<file path="config.mk">
export PLATFORM = sky130hd
export DESIGN_NAME = sample_rd_arbiter
export DESIGN_NICKNAME = d
export VERILOG_FILES = /design/src/rtl/sample_arb_pkg.sv /design/src/rtl/rr_picker.sv /design/src/rtl/sample_rd_arbiter.sv
export SDC_FILE = /design/constraint.sdc
export NUM_CORES = 1
export LEC_CHECK = 0
export ABC_AREA = 0
export BUFFER_PORTS_ARGS = -buffer_cell sky130_fd_sc_hd__buf_2
export CAP_MARGIN = 25
export CORE_MARGIN = 2
export CORE_UTILIZATION = 48
export DETAILED_ROUTE_END_ITERATION = 8
export GPL_ROUTABILITY_DRIVEN = 0
export GPL_TIMING_DRIVEN = 0
export HOLD_SLACK_MARGIN = 0.05
export PLACE_DENSITY = 0.83
export SYNTH_ARGS = -nofsm -noshare
export SYNTH_HDL_FRONTEND = slang
export SYNTH_SLANG_ARGS = --single-unit
</file>
<file path="constraint.sdc">
create_clock -name clk -period 2.3 [get_ports clk]
set_input_delay 0.23 -clock clk [delete_from_list [all_inputs] [get_ports clk]]
set_output_delay 0.23 -clock clk [all_outputs]
set_load 0.005 [all_outputs]
</file>
<file path="src/rtl/sample_arb_pkg.sv">
// Shared types and helpers for the sample buffer read arbiter.
package sample_arb_pkg;

   typedef enum logic [1:0] {IDLE, ISSUE, WAIT, RESP} arb_state_t;

   localparam int unsigned REQ_MAD  = 0;
   localparam int unsigned REQ_DIST = 1;
   localparam int unsigned REQ_CHI  = 2;

   // burst and wait counters hold values up to 255
   localparam int unsigned CNT_W = 8;

   function automatic int unsigned addr_width(input int unsigned depth);
      return (depth > 1) ? $clog2(depth) : 1;
   endfunction

endpackage

</file>
<file path="src/rtl/rr_picker.sv">
// Round-robin select: first set request after last_winner, with wrap-around.
module rr_picker #(
   parameter int unsigned NREQ  = 3,
   parameter int unsigned IDX_W = 2
) (
   input  logic [NREQ-1:0]  req,
   input  logic [IDX_W-1:0] last_winner,
   output logic [NREQ-1:0]  winner_c,
   output logic             any_c
);

   always_comb begin
      int unsigned idx;
      winner_c = '0;
      any_c    = 1'b0;
      idx      = 0;
      for (int unsigned k = 1; k <= NREQ; k++) begin
         idx = 32'(last_winner) + k;
         if (idx >= NREQ) idx = idx - NREQ;
         if (!any_c && req[IDX_W'(idx)]) begin
            winner_c[IDX_W'(idx)] = 1'b1;
            any_c                 = 1'b1;
         end
      end
   end

endmodule

</file>
<file path="src/rtl/sample_rd_arbiter.sv">
// Round-robin read arbiter/sequencer for the shared single-port sample buffer.
module sample_rd_arbiter
   import sample_arb_pkg::*;
#(
   parameter  int unsigned NREQ       = 3,
   parameter  int unsigned POPSIZE    = 100,
   parameter  int unsigned DATA_WIDTH = 8,
   parameter  int unsigned MAX_BURST  = 100,
   parameter  int unsigned TIMEOUT    = 255,
   localparam int unsigned ADDR_W     = addr_width(POPSIZE)
) (
   input  logic                   clk,
   input  logic                   rst,
   input  logic [NREQ-1:0]        req,
   input  logic [NREQ*ADDR_W-1:0] addr,
   output logic [NREQ-1:0]        gnt,
   output logic [DATA_WIDTH-1:0]  rd_data,
   output logic [NREQ-1:0]        rd_vld,
   output logic [NREQ-1:0]        err,
   output logic                   mem_rd_rqst,
   output logic [ADDR_W-1:0]      mem_addr,
   input  logic                   mem_data_rdy,
   input  logic [DATA_WIDTH-1:0]  mem_data_in
);

   localparam int unsigned IDX_W = (NREQ > 1) ? $clog2(NREQ) : 1;

   arb_state_t              state, state_n;
   logic [NREQ-1:0]         gnt_n, rd_vld_n, err_n;
   logic [DATA_WIDTH-1:0]   rd_data_n;
   logic                    rqst_n;
   logic [ADDR_W-1:0]       mem_addr_n, owner_addr;
   logic [CNT_W-1:0]        burst_cnt, burst_n, wait_cnt, wait_n;
   logic [IDX_W-1:0]        last_winner, last_n, owner, owner_n, pick_idx;
   logic [NREQ-1:0]         pick;
   logic                    pick_any, release_gnt;

   rr_picker #(.NREQ(NREQ), .IDX_W(IDX_W)) u_picker (
      .req         (req),
      .last_winner (last_winner),
      .winner_c    (pick),
      .any_c       (pick_any)
   );

   // one-hot winner to index, and the current owner's address slice
   always_comb begin
      pick_idx   = '0;
      owner_addr = '0;
      for (int unsigned i = 0; i < NREQ; i++) begin
         if (pick[i]) pick_idx = IDX_W'(i);
         if (IDX_W'(i) == owner) owner_addr = addr[i*ADDR_W +: ADDR_W];
      end
   end

   always_comb begin
      state_n     = state;
      gnt_n       = gnt;
      rd_data_n   = rd_data;
      rd_vld_n    = '0;
      err_n       = '0;
      rqst_n      = 1'b0;
      mem_addr_n  = mem_addr;
      burst_n     = burst_cnt;
      wait_n      = wait_cnt;
      last_n      = last_winner;
      owner_n     = owner;
      release_gnt = 1'b0;
      case (state)
         IDLE: begin
            if (pick_any) begin
               gnt_n   = pick;
               owner_n = pick_idx;
               state_n = ISSUE;
            end
         end
         ISSUE: begin
            if (32'(owner_addr) < POPSIZE) begin
               rqst_n     = 1'b1;
               mem_addr_n = owner_addr;
               wait_n     = '0;
               state_n    = WAIT;
            end else begin
               err_n[owner] = 1'b1;
               release_gnt  = 1'b1;
            end
         end
         WAIT: begin
            wait_n = wait_cnt + CNT_W'(1);
            if (mem_data_rdy) begin
               rd_data_n       = mem_data_in;
               rd_vld_n[owner] = 1'b1;
               burst_n         = burst_cnt + CNT_W'(1);
               state_n         = RESP;
            end else if (32'(wait_n) >= TIMEOUT) begin
               err_n[owner] = 1'b1;
               release_gnt  = 1'b1;
            end
         end
         RESP: begin
            if (req[owner] && 32'(burst_cnt) < MAX_BURST) state_n = ISSUE;
            else                                          release_gnt = 1'b1;
         end
         default: state_n = IDLE;
      endcase
      // hand the buffer back and rotate priority past the releasing owner
      if (release_gnt) begin
         gnt_n   = '0;
         last_n  = owner;
         burst_n = '0;
         state_n = IDLE;
      end
   end

   always_ff @(posedge clk) begin
      if (!rst) begin
         state       <= IDLE;
         gnt         <= '0;
         rd_data     <= '0;
         rd_vld      <= '0;
         err         <= '0;
         mem_rd_rqst <= 1'b0;
         mem_addr    <= '0;
         burst_cnt   <= '0;
         wait_cnt    <= '0;
         last_winner <= IDX_W'(NREQ - 1);
         owner       <= '0;
      end else begin
         state       <= state_n;
         gnt         <= gnt_n;
         rd_data     <= rd_data_n;
         rd_vld      <= rd_vld_n;
         err         <= err_n;
         mem_rd_rqst <= rqst_n;
         mem_addr    <= mem_addr_n;
         burst_cnt   <= burst_n;
         wait_cnt    <= wait_n;
         last_winner <= last_n;
         owner       <= owner_n;
      end
   end

endmodule
</file>
After elaboration in Yosys (flattened, before gate mapping)
Cells that the tools add are included.
- bits in registers: 47
- logic and storage cells: 112
- add/sub/neg operators: 8
- magnitude comparators: 14
- eq/ne operators: 9
- mux-type cells: 47
- bitwise operators: 3
- reductions and logical operators: 20
- operators by type and width (operator ; count):
    $mux 7 ; 3
    $mux 3 ; 6
    $mux 1 ; 17
    $add 8x1->8 const B ; 2
    $mux 2 ; 8
    $pmux 8 s2 ; 1
    $lt 2x3->1 const B ; 4
    $reduce_and 2->1 ; 5
    $ge 3x2->1 const B ; 3
    $bmux 1 s2 ; 4
    $demux 1 s2 ; 4
    $ge 2x1->1 const B ; 4
    $ge 8x8->1 const B ; 1
    $lt 8x7->1 const B ; 1
    $mux 8 ; 1
    $ne 2x2->1 const B ; 4
    $pmux 2 s4 ; 1
    $logic_and 1x1->1 ; 7
    $lt 7x7->1 const B ; 1
    $add 2x2->3 const B ; 2
    $or 3x3->3 ; 2
    $pmux 3 s2 ; 1
    $sub 2x2->2 const B ; 3
    $eq 2x2->1 const B ; 2
    other kinds (12) ; 14

Logic depth before layout (Yosys ltp)
Gate-level depths: netlist (run 1).
- depth in word-level cells: 14
- gate-level depth with buffers: 9

Hierarchy
Synthesis (run 1) repeated with hierarchy kept, for this count alone.
- cells, all modules: 309
- area, all modules: 2662.6 um^2
- by module, submodules not included (module ; times used ; cells each ; area an instance (um^2) ; sequential area each (um^2)):
    sample_rd_arbiter ; 1 ; 265 ; 2311.0 ; 940.9
    rr_picker ; 1 ; 44 ; 351.6 ; 0.0

Least setup slack after synthesis (run 1)
No wires, ideal clock.
- path kind: reg2reg
- start: register last_winner[0]
- end: register state[0]
- setup time: 0.103 ns
- arrival time: 2.228 ns
- slack: -0.031 ns
- stages on the path, launching flop included: 9
- path buffers: 1
- path through: dfxtp_1 > inv_1 > ha_1 > buf_2 > mux2i_1 > o22ai_1 > o41ai_1 > a211oi_4 > a2111oi_2
- word-level cells in the longest chain between the ends: 14
- elaborated cells on any way between the ends: 27
- those cells by class: add/sub: 6; order compare: 3; eq/ne: 1; mux: 12; reduce/logical: 5
- RTL lines (item ; RTL line ; text):
    start: declaration ; sample_rd_arbiter.sv:34 ; logic [IDX_W-1:0] last_winner, last_n, owner, owner_n, pick_idx;
    start signal: assignment ; sample_rd_arbiter.sv:125 ; last_winner <= IDX_W'(NREQ - 1);
    start signal: assignment ; sample_rd_arbiter.sv:137 ; last_winner <= last_n;
    $add 2x1->3 ; rr_picker.sv:18 ; idx = 32'(last_winner) + k;
    $ge 3x2->1 or $sub 2x2->2 (tied branches) ; rr_picker.sv:19 ; if (idx >= NREQ) idx = idx - NREQ;
    $mux 2 ; rr_picker.sv:19 ;
    $bmux 1 s2 ; rr_picker.sv:20 ; if (!any_c && req[IDX_W'(idx)]) begin
    $mux 1 (implied by the code) ; rr_picker.sv:20 ;
    $mux 1 ; rr_picker.sv:20 ;
    $logic_not 1->1 ; rr_picker.sv:20 ;
    $logic_and 1x1->1 ; rr_picker.sv:20 ;
    $mux 1 ; rr_picker.sv:20 ;
    $logic_not 1->1 ; rr_picker.sv:20 ;
    $logic_and 1x1->1 ; rr_picker.sv:20 ;
    $mux 1 (*) ; rr_picker.sv:20 ;
    $ne 2x2->1 (no source line) (*) ; -- ;
    $reduce_and 4->1 (no source line) (*) ; -- ;
    end signal: assignment ; sample_rd_arbiter.sv:128 ; state <= state_n;
    end: declaration ; sample_rd_arbiter.sv:28 ; arb_state_t state, state_n;
Every way passes the cells marked *; elsewhere a longest branch is shown, timed or not. The select of a mux whose other input is x is not followed.
A chain may end at the register's enable or synchronous reset.

Worst setup path after layout (run 1)
- start: register last_winner[0]
- end: register state[1]
Same word-level chain as after synthesis.

==> results of run 1 <==
registers in the layout (all words and copies together) (netlist names):
name	count
owner	2
gnt	3
burst_cnt	8
mem_addr	7
state	2
rd_vld	3
err	3
wait_cnt	8
mem_rd_rqst	1
rd_data	8
last_winner	2
critical path: stages (launching register included):
cell,delay (ns)
dfxtp_4,0.39
clkinvlp_4,0.12
ha_4,0.29
buf_8,0.13
clkinvlp_4,0.14
a211oi_4,0.27
buf_6,0.15
o41ai_4,0.08
a211oi_4,0.28
buf_4,0.16
mux2i_1,0.17
nor3_1,0.06
through the flow:
step | hold slack, ns | cells
3_5_place_dp | 0.445 | 413
6_report | 0.163 | 428
3_3_place_gp | 0.440 | 413
5_1_grt | 0.160 | 428
2_1_floorplan | 0.366 | 285
4_1_cts | 0.158 | 421
cells by family after synthesis:
logic type	count (synthesis)	synth area share, %
AOI/OAI and AO/OA	64	19.8
adders and majority gates	14	6.94
xor gates and xnor gates	10	3.47
DFF	47	37.3
buffers and inverters	31	5.55
and+or+nand+nor	99	19.0
muxes	20	7.93
worst paths after layout:
kind	endpoint	start	slack, ns
setup / recovery	state[1]$_SDFFE_PP0P_	last_winner[0]$_SDFFE_PN0P_	-0.08
setup reg to reg	state[1]$_SDFFE_PP0P_	last_winner[0]$_SDFFE_PN0P_	-0.08
hold reg to reg	rd_data[1]$_SDFFE_PN0P_	rd_data[1]$_SDFFE_PN0P_	0.45
hold / removal	rd_data[0]$_SDFFE_PN0P_	mem_data_in[0]	0.16
per-layer routing:
| metal | share of wire (%) | up-vias | track usage (%) |
|---|---|---|---|
| met3 | 3.9 | 10 | 4.15 |
| met5 | 0 | - | 0 |
| li1 | - | 1162 | - |
| met4 | 1.5 | 0 | 6.73 |
| met1 | 43 | 1115 | 25.1 |
| met2 | 51 | 64 | 38.3 |
power by group through the flow:
stage          combinational, mW  clock [mW]  sequential, mW
4_1_cts                     1.17       0.546            1.02
2_1_floorplan              0.812           0            1.04
6_report                    1.30       0.534            1.02
3_3_place_gp                1.08           0            1.03
5_1_grt                     1.42       0.580            1.04
3_5_place_dp                1.12           0            1.04
cell usage in the layout (no fill, tap or decap), drive strengths merged, types with 2 or more instances in the layout:
master	netlist	final
a2111oi	3	3
a211oi	5	5
a21oi	14	14
a2bb2oi	2	2
a32oi	2	2
and2	2	2
and3	6	6
buf	7	73
clkbuf	9	16
clkinvlp	0	2
dfxtp	47	47
ha	14	14
inv	15	13
mux2i	20	20
nand2	27	27
nand2b	5	5
nand3	11	11
nand4	4	4
nor2	21	21
nor2b	3	3
nor3	16	16
nor3b	2	2
o211ai	3	3
o21ai	8	8
o22ai	4	4
o2bb2ai	7	7
o311a	2	2
o31ai	4	4
xnor2	2	2
xor2	8	8
area by class of cell:
cell class	count	area, um^2
Fill cell	440	1910
Buffer	15	90.1
Tap cell	70	87.6
Inverter	15	63.8
Clock buffer	8	100
Sequential cell	47	946
Timing Repair Buffer	66	354
Multi-Input combinational cell	207	1560
timing repair:
item | 4_1_cts | 5_1_grt
pin swaps | 4 | 9
gates resized for setup | 12 | 19
setup buffers | 1 | 7
endpoints found under the setup margin | 9 | 21
hold endpoints to repair | 0 | 0
==> flow_metrics.env, run 1 <==
export IMPL_status="complete, but fails checks"
export IMPL_violations="setup timing"
export IMPL_place_area_um2=2910
export IMPL_ys_top_cells_by_count="dfxtp_1 (47), nand2_1 (27), mux2i_1 (20), nor2_1 (19), nor3_1 (16)"
export IMPL_design_area_um2=3200
export IMPL_numCtsBuffers=5
export IMPL_netlist_area_leader_share_pct=37.3
export IMPL_antennaDiodeCount=0
export IMPL_place_ws_ns=-0.292
export IMPL_postCtsHoldBufs=0
export IMPL_cts_sinks=47
export IMPL_slew_viol_final=0
export IMPL_yosysWarnings=0
export IMPL_via_per_inst=5.49
export IMPL_drv_cap=0
export IMPL_clkPwrFrac_pct=18.7
export IMPL_p_comb_share_pct=45.5
export IMPL_synth_largest_area_cell="dfxtp_1"
export IMPL_cts_max_path_buffers=2
export IMPL_ys_flop_type="dfxtp_1"
export IMPL_dp_hpwl_mm=4.39
export IMPL_setup_ws_ns=-0.0767
export IMPL_ios=60
export IMPL_h_tree_depth=2
export IMPL_netlist_area_um2=2520
export IMPL_whs_path_depth=3
export IMPL_required_ns=2.47
export IMPL_p_seq_share_pct=35.8
export IMPL_swShare_pct=38.2
export IMPL_coreArea_um2=5110
export IMPL_cellLeakagePower_nw=1.35
export IMPL_period_share_pct=103
export IMPL_p_switching_mw=1.09
export IMPL_drtAntennaViolNets=0
export IMPL_drc=0
export IMPL_dr_first_iter_drc_count=109
export IMPL_maxSlewHeadroom_pct=61.1
export IMPL_synth_edff_count=0
export IMPL_vias=2351
export IMPL_post_route_util_pct=62.7
export IMPL_die_area_um2=5860
export IMPL_grt_antenna_before_repair=0
export IMPL_async_flop_share_pct=0
export IMPL_ys_types=50
export IMPL_ff2ff_path_depth=11
export IMPL_cp_end_kind="flop"
export IMPL_syn_area_per_cell_um2=8.86
export IMPL_hold_violations=0
export IMPL_finalPower_mw=2.86
export IMPL_cp_max_fo=8
export IMPL_worstMarginPinSlew_ns=0.578
export IMPL_p_int_mw=1.77
export IMPL_powerDensity_nw_per_um2=892
export IMPL_routedWlPerCell_um=14.2
export IMPL_synth_seq_area_share_pct=37.3
export IMPL_setup_viol=1
export IMPL_rows=26
export IMPL_syn_inst=285
export IMPL_fin_crit_ns=2.38
export IMPL_cts_root_buf="clkbuf_8"
export IMPL_yosysMostFrequentCell="dfxtp_1"
export IMPL_final_nets=406
export IMPL_rsz0062_at_grt="yes"
export IMPL_port_buffers=58
export IMPL_fin_setup_tns_ns=-0.0767
export IMPL_grt_pass1_vias=2253
export IMPL_yosys_register_bits=47
export IMPL_critical_path_class="flop to flop"
export IMPL_clock_skew_ns=0.00351
export IMPL_grt_max_degree=14
export IMPL_grt_first_pass_wirelength_mm=10.3
export IMPL_grtUsageTotal_pct=21.2
export IMPL_cp_start_kind="flop"
export IMPL_worstPathArrival_ns=2.55
export IMPL_synth_fp_nets=334
export IMPL_drive_gt1_share_pct=29.3
export IMPL_clkLatencyLatePin_ns=0.30
export IMPL_synth_area_top_cells="dfxtp_1 (37%), mux2i_1 (7.9%), ha_1 (6.9%)"
export IMPL_min_path_type="input pin to flop"
export IMPL_area_growth_pct=26.8
export IMPL_die_w_um=76.5
export IMPL_routed_wl_mm=6.09
export IMPL_grt_remaining_overflow=0
export IMPL_max_freq_mhz=421
export IMPL_vdd_drop_max_v=0.000398
export IMPL_cts_tree="built"
export IMPL_start_util_pct=49.4
export IMPL_die_h_um=76.5
export IMPL_clk_pin_slew_worst_paths_ns=0.08
export IMPL_first_pass_iters=4
No activity file was read; power rests on OpenSTA's default activity.
==> run 2, diff against run 1 <==
--- a/config.mk
+++ b/config.mk
@@ -9,12 +9,12 @@
 export BUFFER_PORTS_ARGS = -buffer_cell sky130_fd_sc_hd__buf_2
 export CAP_MARGIN = 25
 export CORE_MARGIN = 2
-export CORE_UTILIZATION = 48
+export CORE_UTILIZATION = 53
 export DETAILED_ROUTE_END_ITERATION = 8
 export GPL_ROUTABILITY_DRIVEN = 0
 export GPL_TIMING_DRIVEN = 0
 export HOLD_SLACK_MARGIN = 0.05
-export PLACE_DENSITY = 0.83
+export PLACE_DENSITY = 0.87
 export SYNTH_ARGS = -nofsm -noshare
 export SYNTH_HDL_FRONTEND = slang
 export SYNTH_SLANG_ARGS = --single-unit
==> constraint.sdc (replaced) <==
create_clock -name clk -period 2.46 [get_ports clk]
set_input_delay 0.246 -clock clk [delete_from_list [all_inputs] [get_ports clk]]
set_output_delay 0.246 -clock clk [all_outputs]
set_load 0.005 [all_outputs]
==> flow_metrics.env, run 2 (same netlist as run 1, synthesis figures left out) <==
export IMPL_port_buffers=58
export IMPL_dr_first_iter_drc_count=136
export IMPL_r2r_start="last_winner[0]$_SDFFE_PN0P_"
export IMPL_grtUsageMet2_pct=37.3
export IMPL_final_cell_mix="buf_2 (58), dfxtp_1 (45), nand2_1 (27)"
export IMPL_worstPathCellList="inv_1 -> ha_1 -> buf_4 -> mux2i_2 -> o22ai_2 -> o41ai_4 -> a211oi_4 -> a2111oi_2"
export IMPL_clock_skew_ns=0.0230
export IMPL_worstSetupStartpoint="last_winner[0]$_SDFFE_PN0P_"
export IMPL_min_path_type="input pin to flop"
export IMPL_drtAntennaViolNets=0
export IMPL_critical_path_class="flop to flop"
export IMPL_fin_crit_ns=2.40
export IMPL_grt_busiest_layer="met2"
export IMPL_first_pass_iters=4
export IMPL_cellLeakagePower_nw=1.34
export IMPL_rows=25
export IMPL_layout_commonest_cell="buf_2"
export IMPL_required_ns=2.68
export IMPL_place_area_um2=2880
export IMPL_routed_wl_mm=5.98
export IMPL_routedWlPerCell_um=14.7
export IMPL_rsz0062_at_grt="yes"
export IMPL_final_nets=400
export IMPL_drv_cap=0
export IMPL_drc=0
export IMPL_hold_end="rd_data[5]$_SDFFE_PN0P_"
export IMPL_coreArea_um2=4660
export IMPL_die_h_um=73.0
export IMPL_vdd_drop_max_v=0.000413
export IMPL_place_ws_ns=-0.191
export IMPL_fin_setup_tns_ns=0
export IMPL_antennaDiodeCount=0
export IMPL_ff2ff_path_depth=8
export IMPL_cts_sinks=47
export IMPL_post_route_util_pct=66.2
export IMPL_grt_first_pass_wirelength_mm=9.20
export IMPL_worstMarginPinSlew_ns=0.634
export IMPL_numCtsBuffers=5
export IMPL_grt_pass1_vias=2102
export IMPL_grt_antenna_before_repair=0
export IMPL_hold_violations=0
export IMPL_die_area_um2=5330
export IMPL_start_util_pct=54.2
export IMPL_met3_usage_pct=4.97
export IMPL_dpl_cell_count=397
export IMPL_reg2reg_to="state[0]$_SDFFE_PP0P_"
export IMPL_cts_root_buf="clkbuf_8"
export IMPL_finalPower_mw=2.69
export IMPL_status="finished, final reports clean"
export IMPL_slowest_stage="o41ai_4"
export IMPL_reg_top3="burst_cnt x8, rd_data x8, wait_cnt x8"
export IMPL_powerDensity_nw_per_um2=873
export IMPL_gr_usage_met1_pct=27.2
export IMPL_grt_remaining_overflow=0
export IMPL_ios=60
export IMPL_setup_viol=0
export IMPL_area_growth_pct=22.2
export IMPL_cp_start_kind="flop"
export IMPL_setup_ws_ns=0.0617
export IMPL_grtUsageTotal_pct=21.7
export IMPL_cp_max_fo=10
export IMPL_postCtsHoldBufs=0
export IMPL_holdCritStartpoint="mem_data_in[5]"
export IMPL_cp_slowest_stage_delay_ns=0.41
export IMPL_vias=2303
export IMPL_drive_gt1_share_pct=27.0
export IMPL_hold_ws_ns=0.155
export IMPL_cts_max_path_buffers=2
export IMPL_maxSlewHeadroom_pct=57.2
export IMPL_grt_max_degree=16
export IMPL_cp_end_kind="flop"
export IMPL_period_share_pct=97.5
export IMPL_clk_pin_slew_worst_paths_ns=0.10
export IMPL_worstPathArrival_ns=2.62
export IMPL_max_freq_mhz=417
export IMPL_slew_viol_final=0
export IMPL_cts_tree="built"
export IMPL_design_area_um2=3090
export IMPL_ff2ff_setup_slack_ns=0.06
export IMPL_dp_hpwl_mm=4.32
export IMPL_final_cells=406
export IMPL_via_per_inst=5.67
export IMPL_h_tree_depth=2
export IMPL_clkLatencyLatePin_ns=0.32
export IMPL_whs_path_depth=3
export IMPL_die_w_um=73.0
run 2: cell types whose count changed in the layout (fill, tap and decap cells not counted), sizes merged:
cell and change:
inv +2, buf -6, clkinvlp -2, bufinv +1, clkbuf -3, clkinv +2
run 2: per-layer routing:
metal	vias up	share of wire, %
met5	-	0
met4	0	1.1
met3	8	4.9
met2	70	51
met1	1074	43
li1	1151	-
run 2: where the power goes:
group	internal, mW	leakage [nW]	total, mW	switching (mW)
logic	0.486	0.903	1.16	0.677
clock network	0.303	0.0581	0.579	0.276
registers	0.879	0.382	0.952	0.0724
total	1.67	1.34	2.69	1.03
run 2: how the worst max path moves through the flow:
| stage | to | cells past startpoint | slack [ns] |
|---|---|---|---|
| 3_5_place_dp | state[0]$_SDFFE_PP0P_ | 8 | -0.19 |
| 3_3_place_gp | state[0]$_SDFFE_PP0P_ | 8 | -0.04 |
| 6_report | state[0]$_SDFFE_PP0P_ | 8 | 0.06 |
| 4_1_cts | state[0]$_SDFFE_PP0P_ | 8 | 0.005 |
| 5_1_grt | state[0]$_SDFFE_PP0P_ | 8 | -0.06 |
| 2_1_floorplan | state[0]$_SDFFE_PP0P_ | 8 | 0.13 |
run 2: cell type report:
type / instances / area, um^2
timing repair buffer: 60 / 305
tap: 54 / 67.6
clock inverter: 3 / 43.8
buffer: 15 / 82.6
sequential: 47 / 943
inverter: 15 / 56.3
multi-input combinational: 207 / 1520
clock buffer: 5 / 68.8
fill: 373 / 1580
run 2: timing repair:
action,in CTS,in global routing
pin swaps,1,4
setup buffers,0,2
gates resized for setup,7,11
setup endpoints to repair,6,15
run 2: critical path, delay by kind of cell, from the launching register on:
family          cells  cell delay (ns)
compound gates      4             1.04
fa+ha+maj           1             0.31
buf+inv             2             0.29
flops               1             0.40
mux                 1             0.28
